File: config.mk
export PLATFORM = sky130hd
export DESIGN_NAME = ce_div_sample_pipe
export DESIGN_NICKNAME = d
export VERILOG_FILES = /design/src/rtl/ce_div_sample_pipe.sv
export SDC_FILE = /design/constraint.sdc
export NUM_CORES = 1
export LEC_CHECK = 0
export ABC_AREA = 1
export ABC_CLOCK_PERIOD_IN_PS = 2700
export CAP_MARGIN = 20
export CORE_ASPECT_RATIO = 0.5
export CORE_MARGIN = 1
export CORE_UTILIZATION = 55
export DETAILED_ROUTE_END_ITERATION = 10
export GPL_TIMING_DRIVEN = 1
export PLACE_DENSITY = 0.87
export REMOVE_ABC_BUFFERS = 1
export SLEW_MARGIN = 20
export SYNTH_ARGS = -nofsm -noshare
export SYNTH_HDL_FRONTEND = slang
export SYNTH_SLANG_ARGS = --single-unit
File: constraint.sdc
create_clock -name clk_in -period 2.7 [get_ports clk_in]
set_clock_uncertainty 0.15 [all_clocks]
set_input_delay 0.405 -clock clk_in [delete_from_list [all_inputs] [get_ports clk_in]]
set_output_delay 0.405 -clock clk_in [all_outputs]
set_load 0.01 [all_outputs]
File: src/rtl/ce_div_sample_pipe.sv
// Divided-rate sampler: programmable clock-enable tick, 50% divided clock_out,
// and a tick-sampled delay line, all in the clk_in domain.
module ce_div_sample_pipe #(
  parameter int WIDTH       = 8,
  parameter int DEPTH       = 2,
  parameter int DIV_WIDTH   = 32,
  parameter int DEFAULT_DIV = 20000000
) (
  input  logic                 clk_in,
  input  logic                 rst,
  input  logic                 run,
  input  logic                 div_load,
  input  logic [DIV_WIDTH-1:0] div_val,
  input  logic                 flush,
  input  logic [WIDTH-1:0]     d,
  output logic                 tick,
  output logic                 clk_out,
  output logic [WIDTH-1:0]     q,
  output logic                 q_valid
);

  localparam int FILL_W = $clog2(DEPTH + 1);
  localparam logic [DIV_WIDTH-1:0] RESET_DIV =
    (DEFAULT_DIV == 0) ? DIV_WIDTH'(1) : DIV_WIDTH'(DEFAULT_DIV);

  logic [DIV_WIDTH-1:0] count_reg;
  logic [DIV_WIDTH-1:0] div_reg;
  logic [DIV_WIDTH-1:0] div_coerced;
  logic                 tick_reg;
  logic                 clk_out_reg;
  logic                 terminal;
  logic [FILL_W-1:0]    fill_reg;
  logic [FILL_W-1:0]    fill_next;
  logic                 q_valid_reg;
  logic                 shift_en;

  assign div_coerced = (div_val == '0) ? DIV_WIDTH'(1) : div_val;
  assign terminal    = (count_reg == div_reg - DIV_WIDTH'(1));

  // A load restarts the period and swallows any tick due in that cycle.
  always_ff @(posedge clk_in) begin
    if (!rst) begin
      count_reg   <= '0;
      div_reg     <= RESET_DIV;
      tick_reg    <= 1'b0;
      clk_out_reg <= 1'b0;
    end else if (div_load) begin
      div_reg   <= div_coerced;
      count_reg <= '0;
      tick_reg  <= 1'b0;
    end else if (run) begin
      if (terminal) begin
        count_reg   <= '0;
        tick_reg    <= 1'b1;
        clk_out_reg <= ~clk_out_reg;
      end else begin
        count_reg <= count_reg + DIV_WIDTH'(1);
        tick_reg  <= 1'b0;
      end
    end else begin
      tick_reg <= 1'b0;
    end
  end

  // The delay line freezes with the counter and never captures while flushing.
  assign shift_en = tick_reg && run && !flush;

  always_comb begin
    fill_next = fill_reg;
    if (flush)
      fill_next = '0;
    else if (shift_en && (fill_reg != FILL_W'(DEPTH)))
      fill_next = fill_reg + FILL_W'(1);
  end

  always_ff @(posedge clk_in) begin
    if (!rst) begin
      fill_reg    <= '0;
      q_valid_reg <= 1'b0;
    end else begin
      fill_reg    <= fill_next;
      q_valid_reg <= (fill_next == FILL_W'(DEPTH));
    end
  end

  genvar gi;
  generate
    for (gi = 0; gi < DEPTH; gi++) begin : g_stage
      logic [WIDTH-1:0] stage_reg;
      logic [WIDTH-1:0] stage_in;
      if (gi == 0) begin : g_head
        assign stage_in = d;
      end else begin : g_tail
        assign stage_in = g_stage[gi-1].stage_reg;
      end
      always_ff @(posedge clk_in) begin
        if (!rst || flush)
          stage_reg <= '0;
        else if (shift_en)
          stage_reg <= stage_in;
      end
    end
  endgenerate

  assign tick    = tick_reg;
  assign clk_out = clk_out_reg;
  assign q       = g_stage[DEPTH-1].stage_reg;
  assign q_valid = q_valid_reg;

endmodule

### After elaboration in Yosys (flattened, before gate mapping)

Index checks and enable logic that the tools add are counted.

* register bits after elaboration: 85
* bits of input ports: 45
* output and inout bits: 11
* word-level logic and storage cells: 33

* $add $sub $neg: 3
* equality and inequality tests: 3
* mux-type cells: 5
* bitwise gates (word level): 4
* reductions and logical operators: 10

Operator list (number)
* 2-to-1 mux 32 bit: 2
* adder 32 x 1 -> 32 bit, second input constant: 1
* equality test 32 bit: 1
* logical NOT 32 bit: 1
* subtractor 32 x 1 -> 32 bit, second input constant: 1
* 2-to-1 mux 2 bit: 2
* inverter 1 bit: 4
* logical AND 1 bit: 3
* AND reduction 3 bit: 1
* OR reduction 3 bit: 1
* adder 2 x 1 -> 2 bit, second input constant: 1
* equality test 2 bit, second input constant: 1
* logical NOT 1 bit: 2
* inequality test 2 bit, second input constant: 1
* OR reduction 2 bit: 1
* logical OR 1 bit: 1
* 2-to-1 mux 1 bit: 1

### Depth between registers and ports, before layout

Gate-level depths: netlist (run 1).

* word-level depth: 6
* mapped depth: 17
* mapped depth without buffers: 16

### Worst setup path after synthesis (run 1)

No wires, ideal clock.

* path type: reg2reg
* from: register div_reg[0]
* to: register count_reg[12]
* library setup time: 119 ps
* arrival time: 1971 ps
* required time: 2431 ps
* path slack: 461 ps
* cell stages (with the launch flop): 15
* period minus slack after synthesis: 2239 ps
* cell sequence: dfxtp_1 > inv_1 > ha_1 > nand3_4 > nor2_8 > nand2_1 > xor2_1 > nand2_1 > nor2_1 > nand2_1 > nor3_2 > nand4_2 > nand2_4 > buf_12 > nor2_2

* longest elaborated chain between the ends: 3

RTL lines
* start: declaration: line 27 `logic [DIV_WIDTH-1:0] div_reg;`
* start signal: assignment: line 48 `div_reg <= div_coerced;`
* subtractor 32 x 1 -> 32 bit: line 38 `assign terminal = (count_reg == div_reg - DIV_WIDTH'(1));`
* equality test 32 bit: line 38
* 2-to-1 mux 32 bit: line 52 `if (terminal) begin`
* end signal: assignment: line 57 `count_reg <= count_reg + DIV_WIDTH'(1);`
* end: declaration: line 26 `logic [DIV_WIDTH-1:0] count_reg;`

No other way between the ends.
A chain may end at the register's enable or synchronous reset.

### Final worst setup path (run 1)

* from: register div_reg[0]
* to: register count_reg[23]

Same word-level chain as after synthesis.

==> out/metrics.cfg, run 1 <==
[status]
status = complete, no violations

[routing]
route.vias.total = 5017
drt-initial-drc-count = 464
ant_nets = 0
routed_wl_um = 13100
viasPerCell = 5.34
first_pass_iters = 5
wl_per_cell_um = 13.9
drcViolationCount = 0

[cts]
clk_latency_ns = 0.35
root_buffer = clkbuf_16
clk_pin_slew_ns = 0.07
clockBufferDepth = 2
clock_sinks = 85
cts_setup_buffers = 0
post_cts_resize_count = 0
numCtsBuffers = 9
hold_buffers = 0
cts_max_level = 3
cts_tree = yes

[layout]
drive_gt1_share_pct = 12.6
final_area_sq_um = 6200
diodes = 0
layout.nets = 866
areaGrowthSynthToFinish_pct = 22.9

[power]
pwr-share-seq_pct = 44.5
combinationalPowerShare_pct = 14.4
clockPowerShare_pct = 41.1
switchingPower_uw = 842
switching_share_pct = 28.5
ir_worst_vdd_uv = 329
p_per_area_nw_per_um2 = 477
leakage_nw = 2.54
internal_power_mw = 2.12

[logic_synthesis]
synth_compound_area_share_pct = 7.12
synth_top_cells_by_count = nand2_1 (167), nor2_1 (110), inv_1 (97)
synth_warnings = 0
synth.mux.area_fraction_pct = 0
postSynthRegisterBits = 85
avgSynthCellArea_sq_um = 6.82
synthTopCellsByArea = dfxtp_1 (34%), nand2_1 (12%), nor2_1 (8.2%), xor2_1 (7.8%), inv_1 (7.2%)
synth_top_area_share_pct = 33.7
yosys.area_share.adder_pct = 0.744
synth_edf_count = 0
syn_inst = 739
synth_top_area_cell = dfxtp_1
synthSimpleGateAreaFrac_pct = 38.4
synth_cell_types = 41
synth_top_family_by_area = simple AND/OR/NAND/NOR gates
synthArstFlopShare_pct = 0
ys.flop_type = dfxtp_1
synth-seq-area-share_pct = 33.7
yosysMostFrequentCell = nand2_1
synthesis.area_sq_um = 5040
synth_xor_area_share_pct = 10.6

[setup_path]
crit_chain = inv_1 -> ha_2 -> nand3_4 -> nor2_8 -> nand2_1 -> xor2_1 -> nand2_1 -> nor2_1 -> nand2_1 -> nor3_2 -> nand4_4 -> nand2_4 -> buf_12 -> nor2_2
timing.critical_path.mode_cell = nand2_1
required_ns = 2.78
start_kind = flop
criticalPathCategory = reg -> reg
reg2reg_depth = 14
worst-path-buf-inv = 2
cp_slowest_cell = dfxtp_1
crit_cells = 14
arrival_ns = 2.64
end_kind = flop
crit_family = simple AND/OR/NAND/NOR gates
path_max_fanout = 12
cpPeakStageDelay_ns = 0.31

[die]
initial_core_util_pct = 57.3
ios = 56
die_area_sq_um = 9580
core_area_sq_um = 8800
fp-row-count = 24
die_h_um = 69.7
fp.dieW_um = 137

[job]
maxCapViolCount = 0

[sta]
final.min_clock_period_ns = 2.56
setup_violations = 0
final.setup.tns_ns = 0
finalHoldViolCount = 0
finalCritPeriodShare_pct = 94.8
max_clock_freq_mhz = 391
tightest_slew_ns = 0.530
report.final.slew_viol_count = 0
max-slew-margin-rel_pct = 64.4

[place]
placed_cell_area_sq_um = 5890
hpwlAfterDp_um = 10400
place_congestion = 0.983
port_buffers = 55

[min_path]
hp-class = reg -> reg
hold_path_depth = 2

[grt]
grt_pass1_vias = 4571
antenna_found_initial = 0
grt_pass1_wl_um = 21800
grt_max_degree = 20
grt-ovfl-total = 0
grt_usage_pct = 29.4

-- area by class of cell --
class,count,area (sq um)
Multi-Input combinational cell,538,2900
Fill cell,689,2600
Clock buffer,9,225
Sequential cell,85,1700
Clock inverter,7,62.6
Tap cell,117,146
Inverter,100,375
Timing Repair Buffer,84,793
-- worst paths after layout --
path / from / to / slack [ns]
hold reg to reg: g_stage[0].stage_reg[7] / q[7] / 0.31
setup / recovery: div_reg[0] / count_reg[23] / 0.14
hold / removal: g_stage[0].stage_reg[7] / q[7] / 0.31
setup reg to reg: div_reg[0] / count_reg[23] / 0.14
-- through the flow --
stage / cells / util, % / hold slack, ns / power [mW] / worst slack, ns
2_1_floorplan: 723 / - / 0.290 / 1.57 / 0.417
3_3_place_gp: 924 / 66.9 / 0.296 / 1.74 / 0.0738
3_5_place_dp: 924 / 66.9 / 0.304 / 1.75 / -0.00867
4_1_cts: 940 / 70.2 / 0.315 / 2.96 / 0.0423
5_1_grt: 940 / 70.5 / 0.333 / 3.08 / -0.0287
6_report: 940 / 70.5 / 0.313 / 2.96 / 0.140
-- worst min-delay path, delay by kind of cell, from the launching register on --
kind	cells	cell delay, ns
AOI/OAI and AO/OA	1	0.05
DFF	1	0.31
and+or+nand+nor	1	0.06
-- cells in the final DEF (no fill, tap or decap), types with 4 or more instances in the layout --
| cell type | count |
|---|---|
| nand4_1 | 20 |
| nor3_1 | 9 |
| o211ai_1 | 5 |
| nand2_1 | 167 |
| nor2_4 | 6 |
| nor4_1 | 8 |
| a21oi_1 | 13 |
| o21ai_0 | 20 |
| nand4_2 | 4 |
| inv_1 | 97 |
| o22ai_1 | 8 |
| nand2_2 | 6 |
| dfxtp_1 | 85 |
| xor2_1 | 45 |
| buf_4 | 27 |
| xnor2_1 | 16 |
| nor2_2 | 28 |
| clkbuf_16 | 9 |
| nor2_1 | 106 |
| nand3_1 | 44 |
| inv_6 | 5 |
| a211oi_1 | 7 |
| clkdlybuf4s50_1 | 55 |
-- cell families (layout without fill, tap and decap cells) --
logic type | Yosys count | after routing
compound gates | 61 | 61
xor+xnor | 61 | 61
fa+ha+maj | 3 | 3
buf+inv | 116 | 200
flops | 85 | 85
simple gates | 413 | 413
-- layer usage --
metal	part of all wire (%)	track usage (%)
met4	1.4	7.94
met1	48	41.3
met3	6.3	6.14
met5	0	0
met2	44	45.5
-- power groups by stage --
stage / registers, mW / logic, mW / clock network [mW]
2_1_floorplan: 1.34 / 0.231 / 0
3_3_place_gp: 1.34 / 0.398 / 0
3_5_place_dp: 1.34 / 0.408 / 0
4_1_cts: 1.32 / 0.412 / 1.23
5_1_grt: 1.32 / 0.465 / 1.29
6_report: 1.32 / 0.425 / 1.22
Power figures use the tool's default switching activity.
==> run 2: changes to the inputs <==
--- a/config.mk
+++ b/config.mk
@@ -8,13 +8,14 @@
 export ABC_AREA = 1
 export ABC_CLOCK_PERIOD_IN_PS = 2700
 export CAP_MARGIN = 20
+export CELL_PAD_IN_SITES_DETAIL_PLACEMENT = 1
+export CELL_PAD_IN_SITES_GLOBAL_PLACEMENT = 2
 export CORE_ASPECT_RATIO = 0.5
 export CORE_MARGIN = 1
-export CORE_UTILIZATION = 55
+export CORE_UTILIZATION = 32
 export DETAILED_ROUTE_END_ITERATION = 10
 export GPL_TIMING_DRIVEN = 1
-export PLACE_DENSITY = 0.87
-export REMOVE_ABC_BUFFERS = 1
+export PLACE_DENSITY = 0.9
 export SLEW_MARGIN = 20
 export SYNTH_ARGS = -nofsm -noshare
 export SYNTH_HDL_FRONTEND = slang
==> out/metrics.cfg, run 2 (synthesized netlist as in run 1, its figures left out) <==
[routing]
wl_per_cell_um = 15.8  ; +14%
first_pass_iters = 4  ; -1
ant_nets = 0  ; unchanged
drt-initial-drc-count = 221  ; -52%
route.vias.total = 5000  ; -0.34%
routed_wl_um = 16400  ; +25%
drcViolationCount = 0  ; unchanged
viasPerCell = 4.83  ; -9.6%

[sta]
max_clock_freq_mhz = 397  ; +1.6%
finalHoldViolCount = 0  ; unchanged
final.setup.tns_ns = 0  ; unchanged
setup_violations = 0  ; unchanged
tightest_slew_ns = 0.516  ; -0.0133 ns
final.min_clock_period_ns = 2.52  ; -0.0401 ns
finalCritPeriodShare_pct = 93.3  ; -1.5 points
rsz0062_at_grt = yes
max-slew-margin-rel_pct = 65.5  ; +1.2 points
report.final.slew_viol_count = 0  ; unchanged

[die]
fp.dieW_um = 180  ; +31%
initial_core_util_pct = 32.7  ; -25 points
core_area_sq_um = 15400  ; +75%
ios = 56  ; unchanged
die_h_um = 90.8  ; +30%
die_area_sq_um = 16300  ; +70%
fp-row-count = 32  ; +33%

[power]
p_per_area_nw_per_um2 = 482  ; +1.1%
switchingPower_uw = 856  ; +1.7%
combinationalPowerShare_pct = 13.9  ; -0.5 points
ir_worst_vdd_uv = 284  ; -14%
internal_power_mw = 2.23  ; +5.3%
leakage_nw = 2.60  ; +2.3%
switching_share_pct = 27.7  ; -0.71 points
clockPowerShare_pct = 43.2  ; +2.1 points
pwr-share-seq_pct = 43.0  ; -1.5 points

[cts]
clk_latency_ns = 0.35  ; about the same
root_buffer = clkbuf_16
hold_buffers = 0  ; unchanged
clock_sinks = 85  ; unchanged
clk_pin_slew_ns = 0.07  ; about the same
cts_tree = yes
clockBufferDepth = 2  ; unchanged
numCtsBuffers = 9  ; unchanged
cts_max_level = 3  ; unchanged

[status]
status = complete, no violations

[setup_path]
path_max_fanout = 12  ; unchanged
cp_slowest_cell = dfxtp_1
end_kind = flop
arrival_ns = 2.61  ; -0.03 ns
reg2reg_slack_ns = 0.18  ; +0.04 ns
crit_chain = inv_1 -> ha_1 -> nand3_4 -> nor2_8 -> nand2_2 -> o21ai_1 -> nand2_1 -> inv_1 -> nand2_1 -> nor2_1 -> nand3_1 -> nor2_1 -> nand4_2 -> nand2_4 -> clkbuf_16 -> nor2_2
start_kind = flop
cpPeakStageDelay_ns = 0.32  ; about the same
required_ns = 2.79  ; about the same
criticalPathCategory = reg -> reg
reg2reg_depth = 16  ; +2

[layout]
areaGrowthSynthToFinish_pct = 26.8
final_area_sq_um = 6400  ; +3.2%
drive_gt1_share_pct = 13.2  ; +0.58 points
diodes = 0  ; unchanged
num-fill-cells = 1942  ; +180%
final_util_pct = 41.5  ; -29 points
layout.nets = 875  ; +1.0%
final_common_cell = nand2_1
final_cell_mix = nand2_1 (167), nor2_1 (109), inv_1 (97)

[grt]
antenna_found_initial = 0  ; unchanged
grt_max_degree = 26  ; +30%
grt_pass1_wl_um = 26700  ; +23%
grt-ovfl-total = 0  ; unchanged
grt_pass1_vias = 5191  ; +14%
grt_usage_pct = 20.9  ; -8.5 points

[logic_synthesis]
synth_nets = 787

[place]
port_buffers = 55  ; unchanged
placed_cell_area_sq_um = 6030  ; +2.4%
place_congestion = 0.839  ; -15%
hpwlAfterDp_um = 13100  ; +27%

[job]
maxCapViolCount = 0  ; unchanged

[min_path]
hold_path_depth = 2  ; unchanged
hp-class = reg -> reg

run 2: final cells by class:
cell class,instances,area (sq um),area share [%]
Inverter,100,375,5.87
Multi-Input combinational cell,538,2890,45.1
Clock inverter,6,73.8,1.15
Clock buffer,10,239,3.74
Timing Repair Buffer,93,866,13.5
Tap cell,204,255,3.99
Sequential cell,85,1700,26.6
run 2: worst paths after layout:
path,from,to
max reg2reg,div_reg[0],count_reg[21]
min reg2reg,g_stage[0].stage_reg[4],g_stage[0].stage_reg[4]
max,div_reg[0],count_reg[21]
min,g_stage[0].stage_reg[4],g_stage[0].stage_reg[4]
run 2: power by group through the flow:
| stage | sequential, mW | combinational [mW] | clock [mW] |
|---|---|---|---|
| 2_1_floorplan | 1.34 | 0.250 | 0 |
| 3_3_place_gp | 1.35 | 0.398 | 0 |
| 3_5_place_dp | 1.36 | 0.408 | 0 |
| 4_1_cts | 1.33 | 0.412 | 1.37 |
| 5_1_grt | 1.33 | 0.474 | 1.42 |
| 6_report | 1.33 | 0.427 | 1.33 |
run 2: critical path: cells and delay by family (launching register included):
family	cells	cell delay [ns]
flip-flops	1	0.32
AND/OR/NAND/NOR	11	1.20
buffers and inverters	3	0.35
adder cells (fa/ha/maj)	1	0.22
AO/OA/AOI/OAI	1	0.14
run 2: per-stage QoR:
stage | worst slack, ns | cells | hold WS [ns] | power (mW)
after global placement | 0.0112 | 1017 | 0.297 | 1.75
after global routing | -0.00860 | 1036 | 0.345 | 3.22
final | 0.180 | 1036 | 0.319 | 3.08
after CTS | 0.119 | 1033 | 0.322 | 3.10
after floorplan | 0.461 | 739 | 0.290 | 1.59
after detailed placement | -0.0545 | 1017 | 0.304 | 1.76
run 2: what timing repair did:
action / CTS / global route
buffers inserted: 0 / 2
resized for setup: 0 / 5
setup endpoints to repair: 0 / 33
run 2: per-layer routing:
metal  wire (um)  GRT usage [%]  vias up
li1            -              -     2521
met1        8090           27.7     2386
met2        7370           34.5       77
met3         737           4.56       16
met4         191           5.24        0
met5           0              0        -
